[config.mk]
export PLATFORM = sky130hd
export DESIGN_NAME = alu_req_arbiter
export DESIGN_NICKNAME = d
export VERILOG_FILES = /design/src/rtl/alu_req_arbiter.sv
export SDC_FILE = /design/constraint.sdc
export NUM_CORES = 1
export LEC_CHECK = 0
export ABC_AREA = 1
export CAP_MARGIN = 10
export CORE_AREA = 2 2 95 97
export DETAILED_ROUTE_END_ITERATION = 8
export DIE_AREA = 0 0 97 99
export PLACE_DENSITY = 0.73
export SYNTH_ARGS = -nofsm -noshare
export SYNTH_HDL_FRONTEND = slang
export SYNTH_SLANG_ARGS = --single-unit
[constraint.sdc]
create_clock -name CLK -period 1.7 [get_ports CLK]
set_input_delay 0.34 -clock CLK [delete_from_list [all_inputs] [get_ports CLK]]
set_output_delay 0.34 -clock CLK [all_outputs]
set_load 0.01 [all_outputs]
[src/rtl/alu_req_arbiter.sv]
// ---------------------------------------------------------------------------
// alu_req_arbiter
//   Shares one multi-cycle ALU among N_REQ requesters. An IDLE/ISSUE/WAIT FSM
//   picks one requester round-robin, presents its operation to the ALU for
//   exactly one cycle, then waits for the result. The result goes back as a
//   one-cycle response pulse. If the ALU does not answer, the FSM times out
//   and returns zero data with a sticky error flag.
//
// Ports
//   CLK, RST_N           clock (rising edge) / async active-low reset
//   REQ_VLD[N]           per-requester request
//   REQ_OP/MOVI/A/B      per-requester operation fields, slice i = requester i
//   REQ_GNT[N]           one-hot acceptance pulse (ISSUE cycle)
//   ALU_ACT/OP/MOVI/A/B  issue to the ALU; the fields hold until the next issue
//   ALU_RDY              ALU can accept a new op
//   ALU_RES/ALU_RES_VLD  ALU result
//   RSP_VLD[N]/RSP_DATA  one-hot response pulse and held response data
//   ERR                  sticky: timeout or stray result; cleared by reset only
// ---------------------------------------------------------------------------

// Per-lane slice: packs one requester's fields and decodes its own
// grant/response strobe from the shared winner index.
module alu_req_arbiter_lane #(
  parameter int LANE       = 0,
  parameter int DATA_WIDTH = 8,
  parameter int OP_WIDTH   = 4,
  parameter int PTR_W      = 2
) (
  input  logic [OP_WIDTH-1:0]              op_i,
  input  logic [1:0]                       movi_i,
  input  logic [DATA_WIDTH-1:0]            a_i,
  input  logic [DATA_WIDTH-1:0]            b_i,
  input  logic                             issue_i,
  input  logic                             rsp_i,
  input  logic [PTR_W-1:0]                 win_i,
  output logic [OP_WIDTH+2+2*DATA_WIDTH-1:0] req_o,
  output logic                             gnt_o,
  output logic                             rsp_vld_o
);
  logic hit;

  assign hit       = (win_i == PTR_W'(LANE));
  assign req_o     = {op_i, movi_i, a_i, b_i};
  // Only one lane can match win_i, so GNT/RSP_VLD are one-hot by construction.
  assign gnt_o     = issue_i & hit;
  assign rsp_vld_o = rsp_i & hit;
endmodule

module alu_req_arbiter #(
  parameter int N_REQ      = 4,
  parameter int DATA_WIDTH = 8,
  parameter int OP_WIDTH   = 4,
  parameter int TIMEOUT    = 16
) (
  input  logic                        CLK,
  input  logic                        RST_N,
  input  logic [N_REQ-1:0]            REQ_VLD,
  input  logic [N_REQ*OP_WIDTH-1:0]   REQ_OP,
  input  logic [N_REQ*2-1:0]          REQ_MOVI,
  input  logic [N_REQ*DATA_WIDTH-1:0] REQ_A,
  input  logic [N_REQ*DATA_WIDTH-1:0] REQ_B,
  output logic [N_REQ-1:0]            REQ_GNT,
  output logic                        ALU_ACT,
  output logic [OP_WIDTH-1:0]         ALU_OP,
  output logic [1:0]                  ALU_MOVI,
  output logic [DATA_WIDTH-1:0]       ALU_A,
  output logic [DATA_WIDTH-1:0]       ALU_B,
  input  logic                        ALU_RDY,
  input  logic [DATA_WIDTH-1:0]       ALU_RES,
  input  logic                        ALU_RES_VLD,
  output logic [N_REQ-1:0]            RSP_VLD,
  output logic [DATA_WIDTH-1:0]       RSP_DATA,
  output logic                        ERR
);
  localparam int PTR_W = (N_REQ > 1) ? $clog2(N_REQ) : 1;
  localparam int CNT_W = $clog2(TIMEOUT + 1);
  localparam int REQ_W = OP_WIDTH + 2 + 2*DATA_WIDTH;

  typedef enum logic [1:0] {S_IDLE, S_ISSUE, S_WAIT} state_e;

  typedef struct packed {
    logic [OP_WIDTH-1:0]   op;
    logic [1:0]            movi;
    logic [DATA_WIDTH-1:0] a;
    logic [DATA_WIDTH-1:0] b;
  } req_t;

  state_e                state_q, state_d;
  logic [PTR_W-1:0]      ptr_q, ptr_d;
  logic [PTR_W-1:0]      win_q, win_d;
  logic [CNT_W-1:0]      cnt_q, cnt_d;
  logic [OP_WIDTH-1:0]   op_q, op_d;
  logic [1:0]            movi_q, movi_d;
  logic [DATA_WIDTH-1:0] a_q, a_d;
  logic [DATA_WIDTH-1:0] b_q, b_d;
  logic [DATA_WIDTH-1:0] rsp_data_q, rsp_data_d;
  logic                  rsp_q, rsp_d;
  logic                  err_q, err_d;

  logic [N_REQ-1:0][REQ_W-1:0] lane_req;
  req_t [N_REQ-1:0]            req;
  logic                        issue;
  logic                        sel_found;
  logic [PTR_W-1:0]            sel_idx;
  logic [PTR_W-1:0]            cand;
  logic [PTR_W-1:0]            next_ptr;

  assign issue = (state_q == S_ISSUE);

  for (genvar i = 0; i < N_REQ; i++) begin : g_lane
    alu_req_arbiter_lane #(
      .LANE       (i),
      .DATA_WIDTH (DATA_WIDTH),
      .OP_WIDTH   (OP_WIDTH),
      .PTR_W      (PTR_W)
    ) u_lane (
      .op_i      (REQ_OP[i*OP_WIDTH +: OP_WIDTH]),
      .movi_i    (REQ_MOVI[i*2 +: 2]),
      .a_i       (REQ_A[i*DATA_WIDTH +: DATA_WIDTH]),
      .b_i       (REQ_B[i*DATA_WIDTH +: DATA_WIDTH]),
      .issue_i   (issue),
      .rsp_i     (rsp_q),
      .win_i     (win_q),
      .req_o     (lane_req[i]),
      .gnt_o     (REQ_GNT[i]),
      .rsp_vld_o (RSP_VLD[i])
    );
    assign req[i] = lane_req[i];
  end

  // Round-robin pick: walk from the farthest candidate back toward PTR so the
  // last hit written is the first requester at or above PTR (with wrap).
  always_comb begin
    sel_found = 1'b0;
    sel_idx   = '0;
    cand      = '0;
    for (int k = N_REQ - 1; k >= 0; k--) begin
      cand = PTR_W'((int'(ptr_q) + k) % N_REQ);
      if (REQ_VLD[cand]) begin
        sel_found = 1'b1;
        sel_idx   = cand;
      end
    end
  end

  assign next_ptr = (win_q == PTR_W'(N_REQ - 1)) ? '0 : win_q + 1'b1;

  always_comb begin
    state_d    = state_q;
    ptr_d      = ptr_q;
    win_d      = win_q;
    cnt_d      = cnt_q;
    op_d       = op_q;
    movi_d     = movi_q;
    a_d        = a_q;
    b_d        = b_q;
    rsp_data_d = rsp_data_q;
    rsp_d      = 1'b0;
    err_d      = err_q;

    // A result with nothing outstanding is a protocol error; its data is dropped.
    if (ALU_RES_VLD && (state_q != S_WAIT)) err_d = 1'b1;

    unique case (state_q)
      S_IDLE: begin
        if (sel_found && ALU_RDY) begin
          win_d   = sel_idx;
          op_d    = req[sel_idx].op;
          movi_d  = req[sel_idx].movi;
          a_d     = req[sel_idx].a;
          b_d     = req[sel_idx].b;
          state_d = S_ISSUE;
        end
      end
      S_ISSUE: begin
        cnt_d   = '0;
        state_d = S_WAIT;
      end
      S_WAIT: begin
        if (ALU_RES_VLD) begin
          rsp_data_d = ALU_RES;
          rsp_d      = 1'b1;
          ptr_d      = next_ptr;
          state_d    = S_IDLE;
        end else if (cnt_q == CNT_W'(TIMEOUT - 1)) begin
          // TIMEOUT-th silent WAIT cycle: answer the requester with zero.
          rsp_data_d = '0;
          rsp_d      = 1'b1;
          err_d      = 1'b1;
          ptr_d      = next_ptr;
          state_d    = S_IDLE;
        end else begin
          cnt_d = cnt_q + 1'b1;
        end
      end
      default: state_d = S_IDLE;
    endcase
  end

  always_ff @(posedge CLK or negedge RST_N) begin
    if (!RST_N) begin
      state_q    <= S_IDLE;
      ptr_q      <= '0;
      win_q      <= '0;
      cnt_q      <= '0;
      op_q       <= '0;
      movi_q     <= '0;
      a_q        <= '0;
      b_q        <= '0;
      rsp_data_q <= '0;
      rsp_q      <= 1'b0;
      err_q      <= 1'b0;
    end else begin
      state_q    <= state_d;
      ptr_q      <= ptr_d;
      win_q      <= win_d;
      cnt_q      <= cnt_d;
      op_q       <= op_d;
      movi_q     <= movi_d;
      a_q        <= a_d;
      b_q        <= b_d;
      rsp_data_q <= rsp_data_d;
      rsp_q      <= rsp_d;
      err_q      <= err_d;
    end
  end

  assign ALU_ACT  = issue;
  assign ALU_OP   = op_q;
  assign ALU_MOVI = movi_q;
  assign ALU_A    = a_q;
  assign ALU_B    = b_q;
  assign RSP_DATA = rsp_data_q;
  assign ERR      = err_q;

  a_gnt_onehot: assert property (@(posedge CLK) disable iff (!RST_N) $onehot0(REQ_GNT));
  a_rsp_onehot: assert property (@(posedge CLK) disable iff (!RST_N) $onehot0(RSP_VLD));
endmodule

==> reports/results.tsv <==
metric	value	unit
status	finished with violations	
violations	negative setup slack	
diodes	0	
drt-total-wl	9940	um
synth_area_leader_cell	dfrtp_1	
clk_pin_slew	0.09	ns
ys.warnings.count	0	
track_usage	0.203	
viasPerCell	4.85	
drtIter0Drc	197	
irDropWorstVdd	0.000837	V
hold_class	input pin to async pin	
cts_tree	done	
crit_path_end_kind	register	
numCtsBuffers	5	
antenna_found_initial	0	
layout_common_cells	132 x clkdlybuf4s50_1, 125 x nand2_1, 82 x nand3_1	
rows	34	
gp_congestion	0.893	
rsz0062_at_grt	true	
dp_cells	687	
fin_crit	1.85	ns
worstPathMaxFanout	8	
cp_cell_sequence	buf_6 -> o21ai_4 -> inv_2 -> nand3_2 -> or2_4 -> nand3_4 -> nor2_4 -> buf_6 -> nand3_1 -> nand2_1 -> nor2_1	
worst-setup-path-type	register to register	
io_pins	144	
setup_viol	25	
drive_above_1_share	0.204	
arrival	2.04	ns
start_util	0.346	
clkSinkCount	43	
drtAntennaViolNets	0	
required	1.89	ns
syn-cell-area	2960	sq um
finClkSkew	0.00722	ns
yosysUniqueCellTypes	33	
port_buffers	143	
dp_hpwl	7090	um
crit_top_cell	buf_6	
synth_seq_cells	43	
synth_top_cell_area_share	0.364	
grt_pass1_wl	16300	um
grt_max_degree	44	
remaining_drc_errors	0	
cts_buffer_depth	2	
worst_slack	-0.150	ns
max_stage_delay	0.44	ns
powerDensity	1750	nW/um^2
netlist_top_cells_area	dfrtp_1 36%, nand2_1 18%, nand3_1 16%, nor2_1 4.8%, inv_1 4.4%	
fmax	0.541	GHz
fin_crit_sh	1.09	
fin_nets	710	
tightest_slew	0.295	ns
regArea	1080	sq um
grt_overflow_total	0	
multi_input_area	1780	sq um
clk_latency	0.30	ns
syn_area_per_cell	6.81	sq um
avgRoutedWirePerCell	14.1	um
n_fill_cell	762	
chipWidth	97	um
yosysSeqAreaShare	0.364	
final_cells	706	
timing.hold.ws	0.00782	ns
grt_pass1_vias	3467	
cpLargestDelayFamily	simple AND/OR/NAND/NOR gates	
p_leak	0.00245	uW
firstDrtPassIters	5	
cap_violations	0	
route.vias.total	3427	
slew-limit-headroom	0.803	
slew_viol_final	0	
critPathLaunchType	register	
synth_nets	547	
root_buffer	clkbuf_8	
core_area	8550	sq um
crit_path_top_delay_cell	dfrtp_1	
die_h	99	um
crit_buf_inv	3	
hold_violations	0	
synth_cells	434	
cts_max_level	2	
layout_commonest_cell	clkdlybuf4s50_1	
die_area	9600	sq um
syn_to_final_growth	71.2	%
## path summary, 6_finish.rpt
path	startpoint	endpoint	slack, ns	cells past startpoint
worst max register to register	ptr_q[0]	ALU_B[3]	-0.15	11
worst min register to register	RSP_DATA[4]	RSP_DATA[4]	0.48	2
worst min-delay path	RST_N	ERR	0.008	2
max in group asynchronous	RST_N	win_q[0]	1.46	2
min in group CLK	RSP_DATA[4]	RSP_DATA[4]	0.48	2
worst max-delay path	ptr_q[0]	ALU_B[3]	-0.15	11
## state kept, by name (all words and copies together) (netlist names)
signal,count
ALU_A,8
ALU_B,8
RSP_DATA,8
cnt_q,5
ALU_OP,4
ALU_MOVI,2
ptr_q,2
state_q,2
win_q,2
ERR,1
rsp_q,1
## routing by layer
metal / wire, um / up-vias / track usage
li1: - / 1695 / -
met1: 4230 / 1583 / 0.260
met2: 4950 / 138 / 0.353
met3: 625 / 11 / 0.0369
met4: 135 / 0 / 0.0563
met5: 0 / - / 0
## cell usage after synthesis (all sizes together)
master	n
a21o	1
a21oi	7
a32o	1
buf	27
clkbuf	2
clkinv	1
dfrtp	43
ha	9
inv	39
mux2i	1
nand2	144
nand3	96
nor2	39
nor3b	1
o21ai	7
o22ai	1
o31ai	1
or2	12
xnor2	1
xor2	1
## where the power goes
group | internal (uW) | total [uW] | switching [uW]
clock | 438 | 818 | 380
combinational | 2920 | 6240 | 3320
sequential | 1480 | 1790 | 317
total | 4830 | 8850 | 4020
## cell type report
type	count	area share
multi-input combinational	322	0.351
clock inverter	3	0.00865
sequential	43	0.213
clock buffer	5	0.0136
tap	108	0.0267
timing repair buffer	185	0.355
inverter	40	0.0312
## per-stage QoR
step | utilization | setup TNS, ns | power, uW | area (sq um) | worst slack, ns
6_report | 0.592 | -2.19 | 8850 | 5060 | -0.150
5_1_grt | 0.592 | -4.65 | 9610 | 5060 | -0.226
2_1_floorplan | - | 0 | 4950 | 2960 | 0.000610
3_5_place_dp | 0.542 | -9.43 | 7270 | 4640 | -0.424
3_3_place_gp | 0.542 | -8.03 | 7140 | 4640 | -0.372
4_1_cts | 0.575 | -1.14 | 8510 | 4910 | -0.0911
## logic make-up after synthesis
logic type / after synthesis / share of synthesized area
AND/OR/NAND/NOR: 292 / 0.442
adder cells (fa/ha/maj): 9 / 0.0381
XOR/XNOR: 2 / 0.00593
multiplexers: 1 / 0.00339
AO/OA/AOI/OAI: 18 / 0.0356
flip-flops: 43 / 0.364
buffers and inverters: 69 / 0.110
## repair_timing
item                       CTS  global route
hold buffers                 0             0
setup endpoints to repair   35            46
resized for setup           59            42
setup buffers                5             5
cloned                       1             0
pin swaps                    8            16
Power figures use the tool's default switching activity.
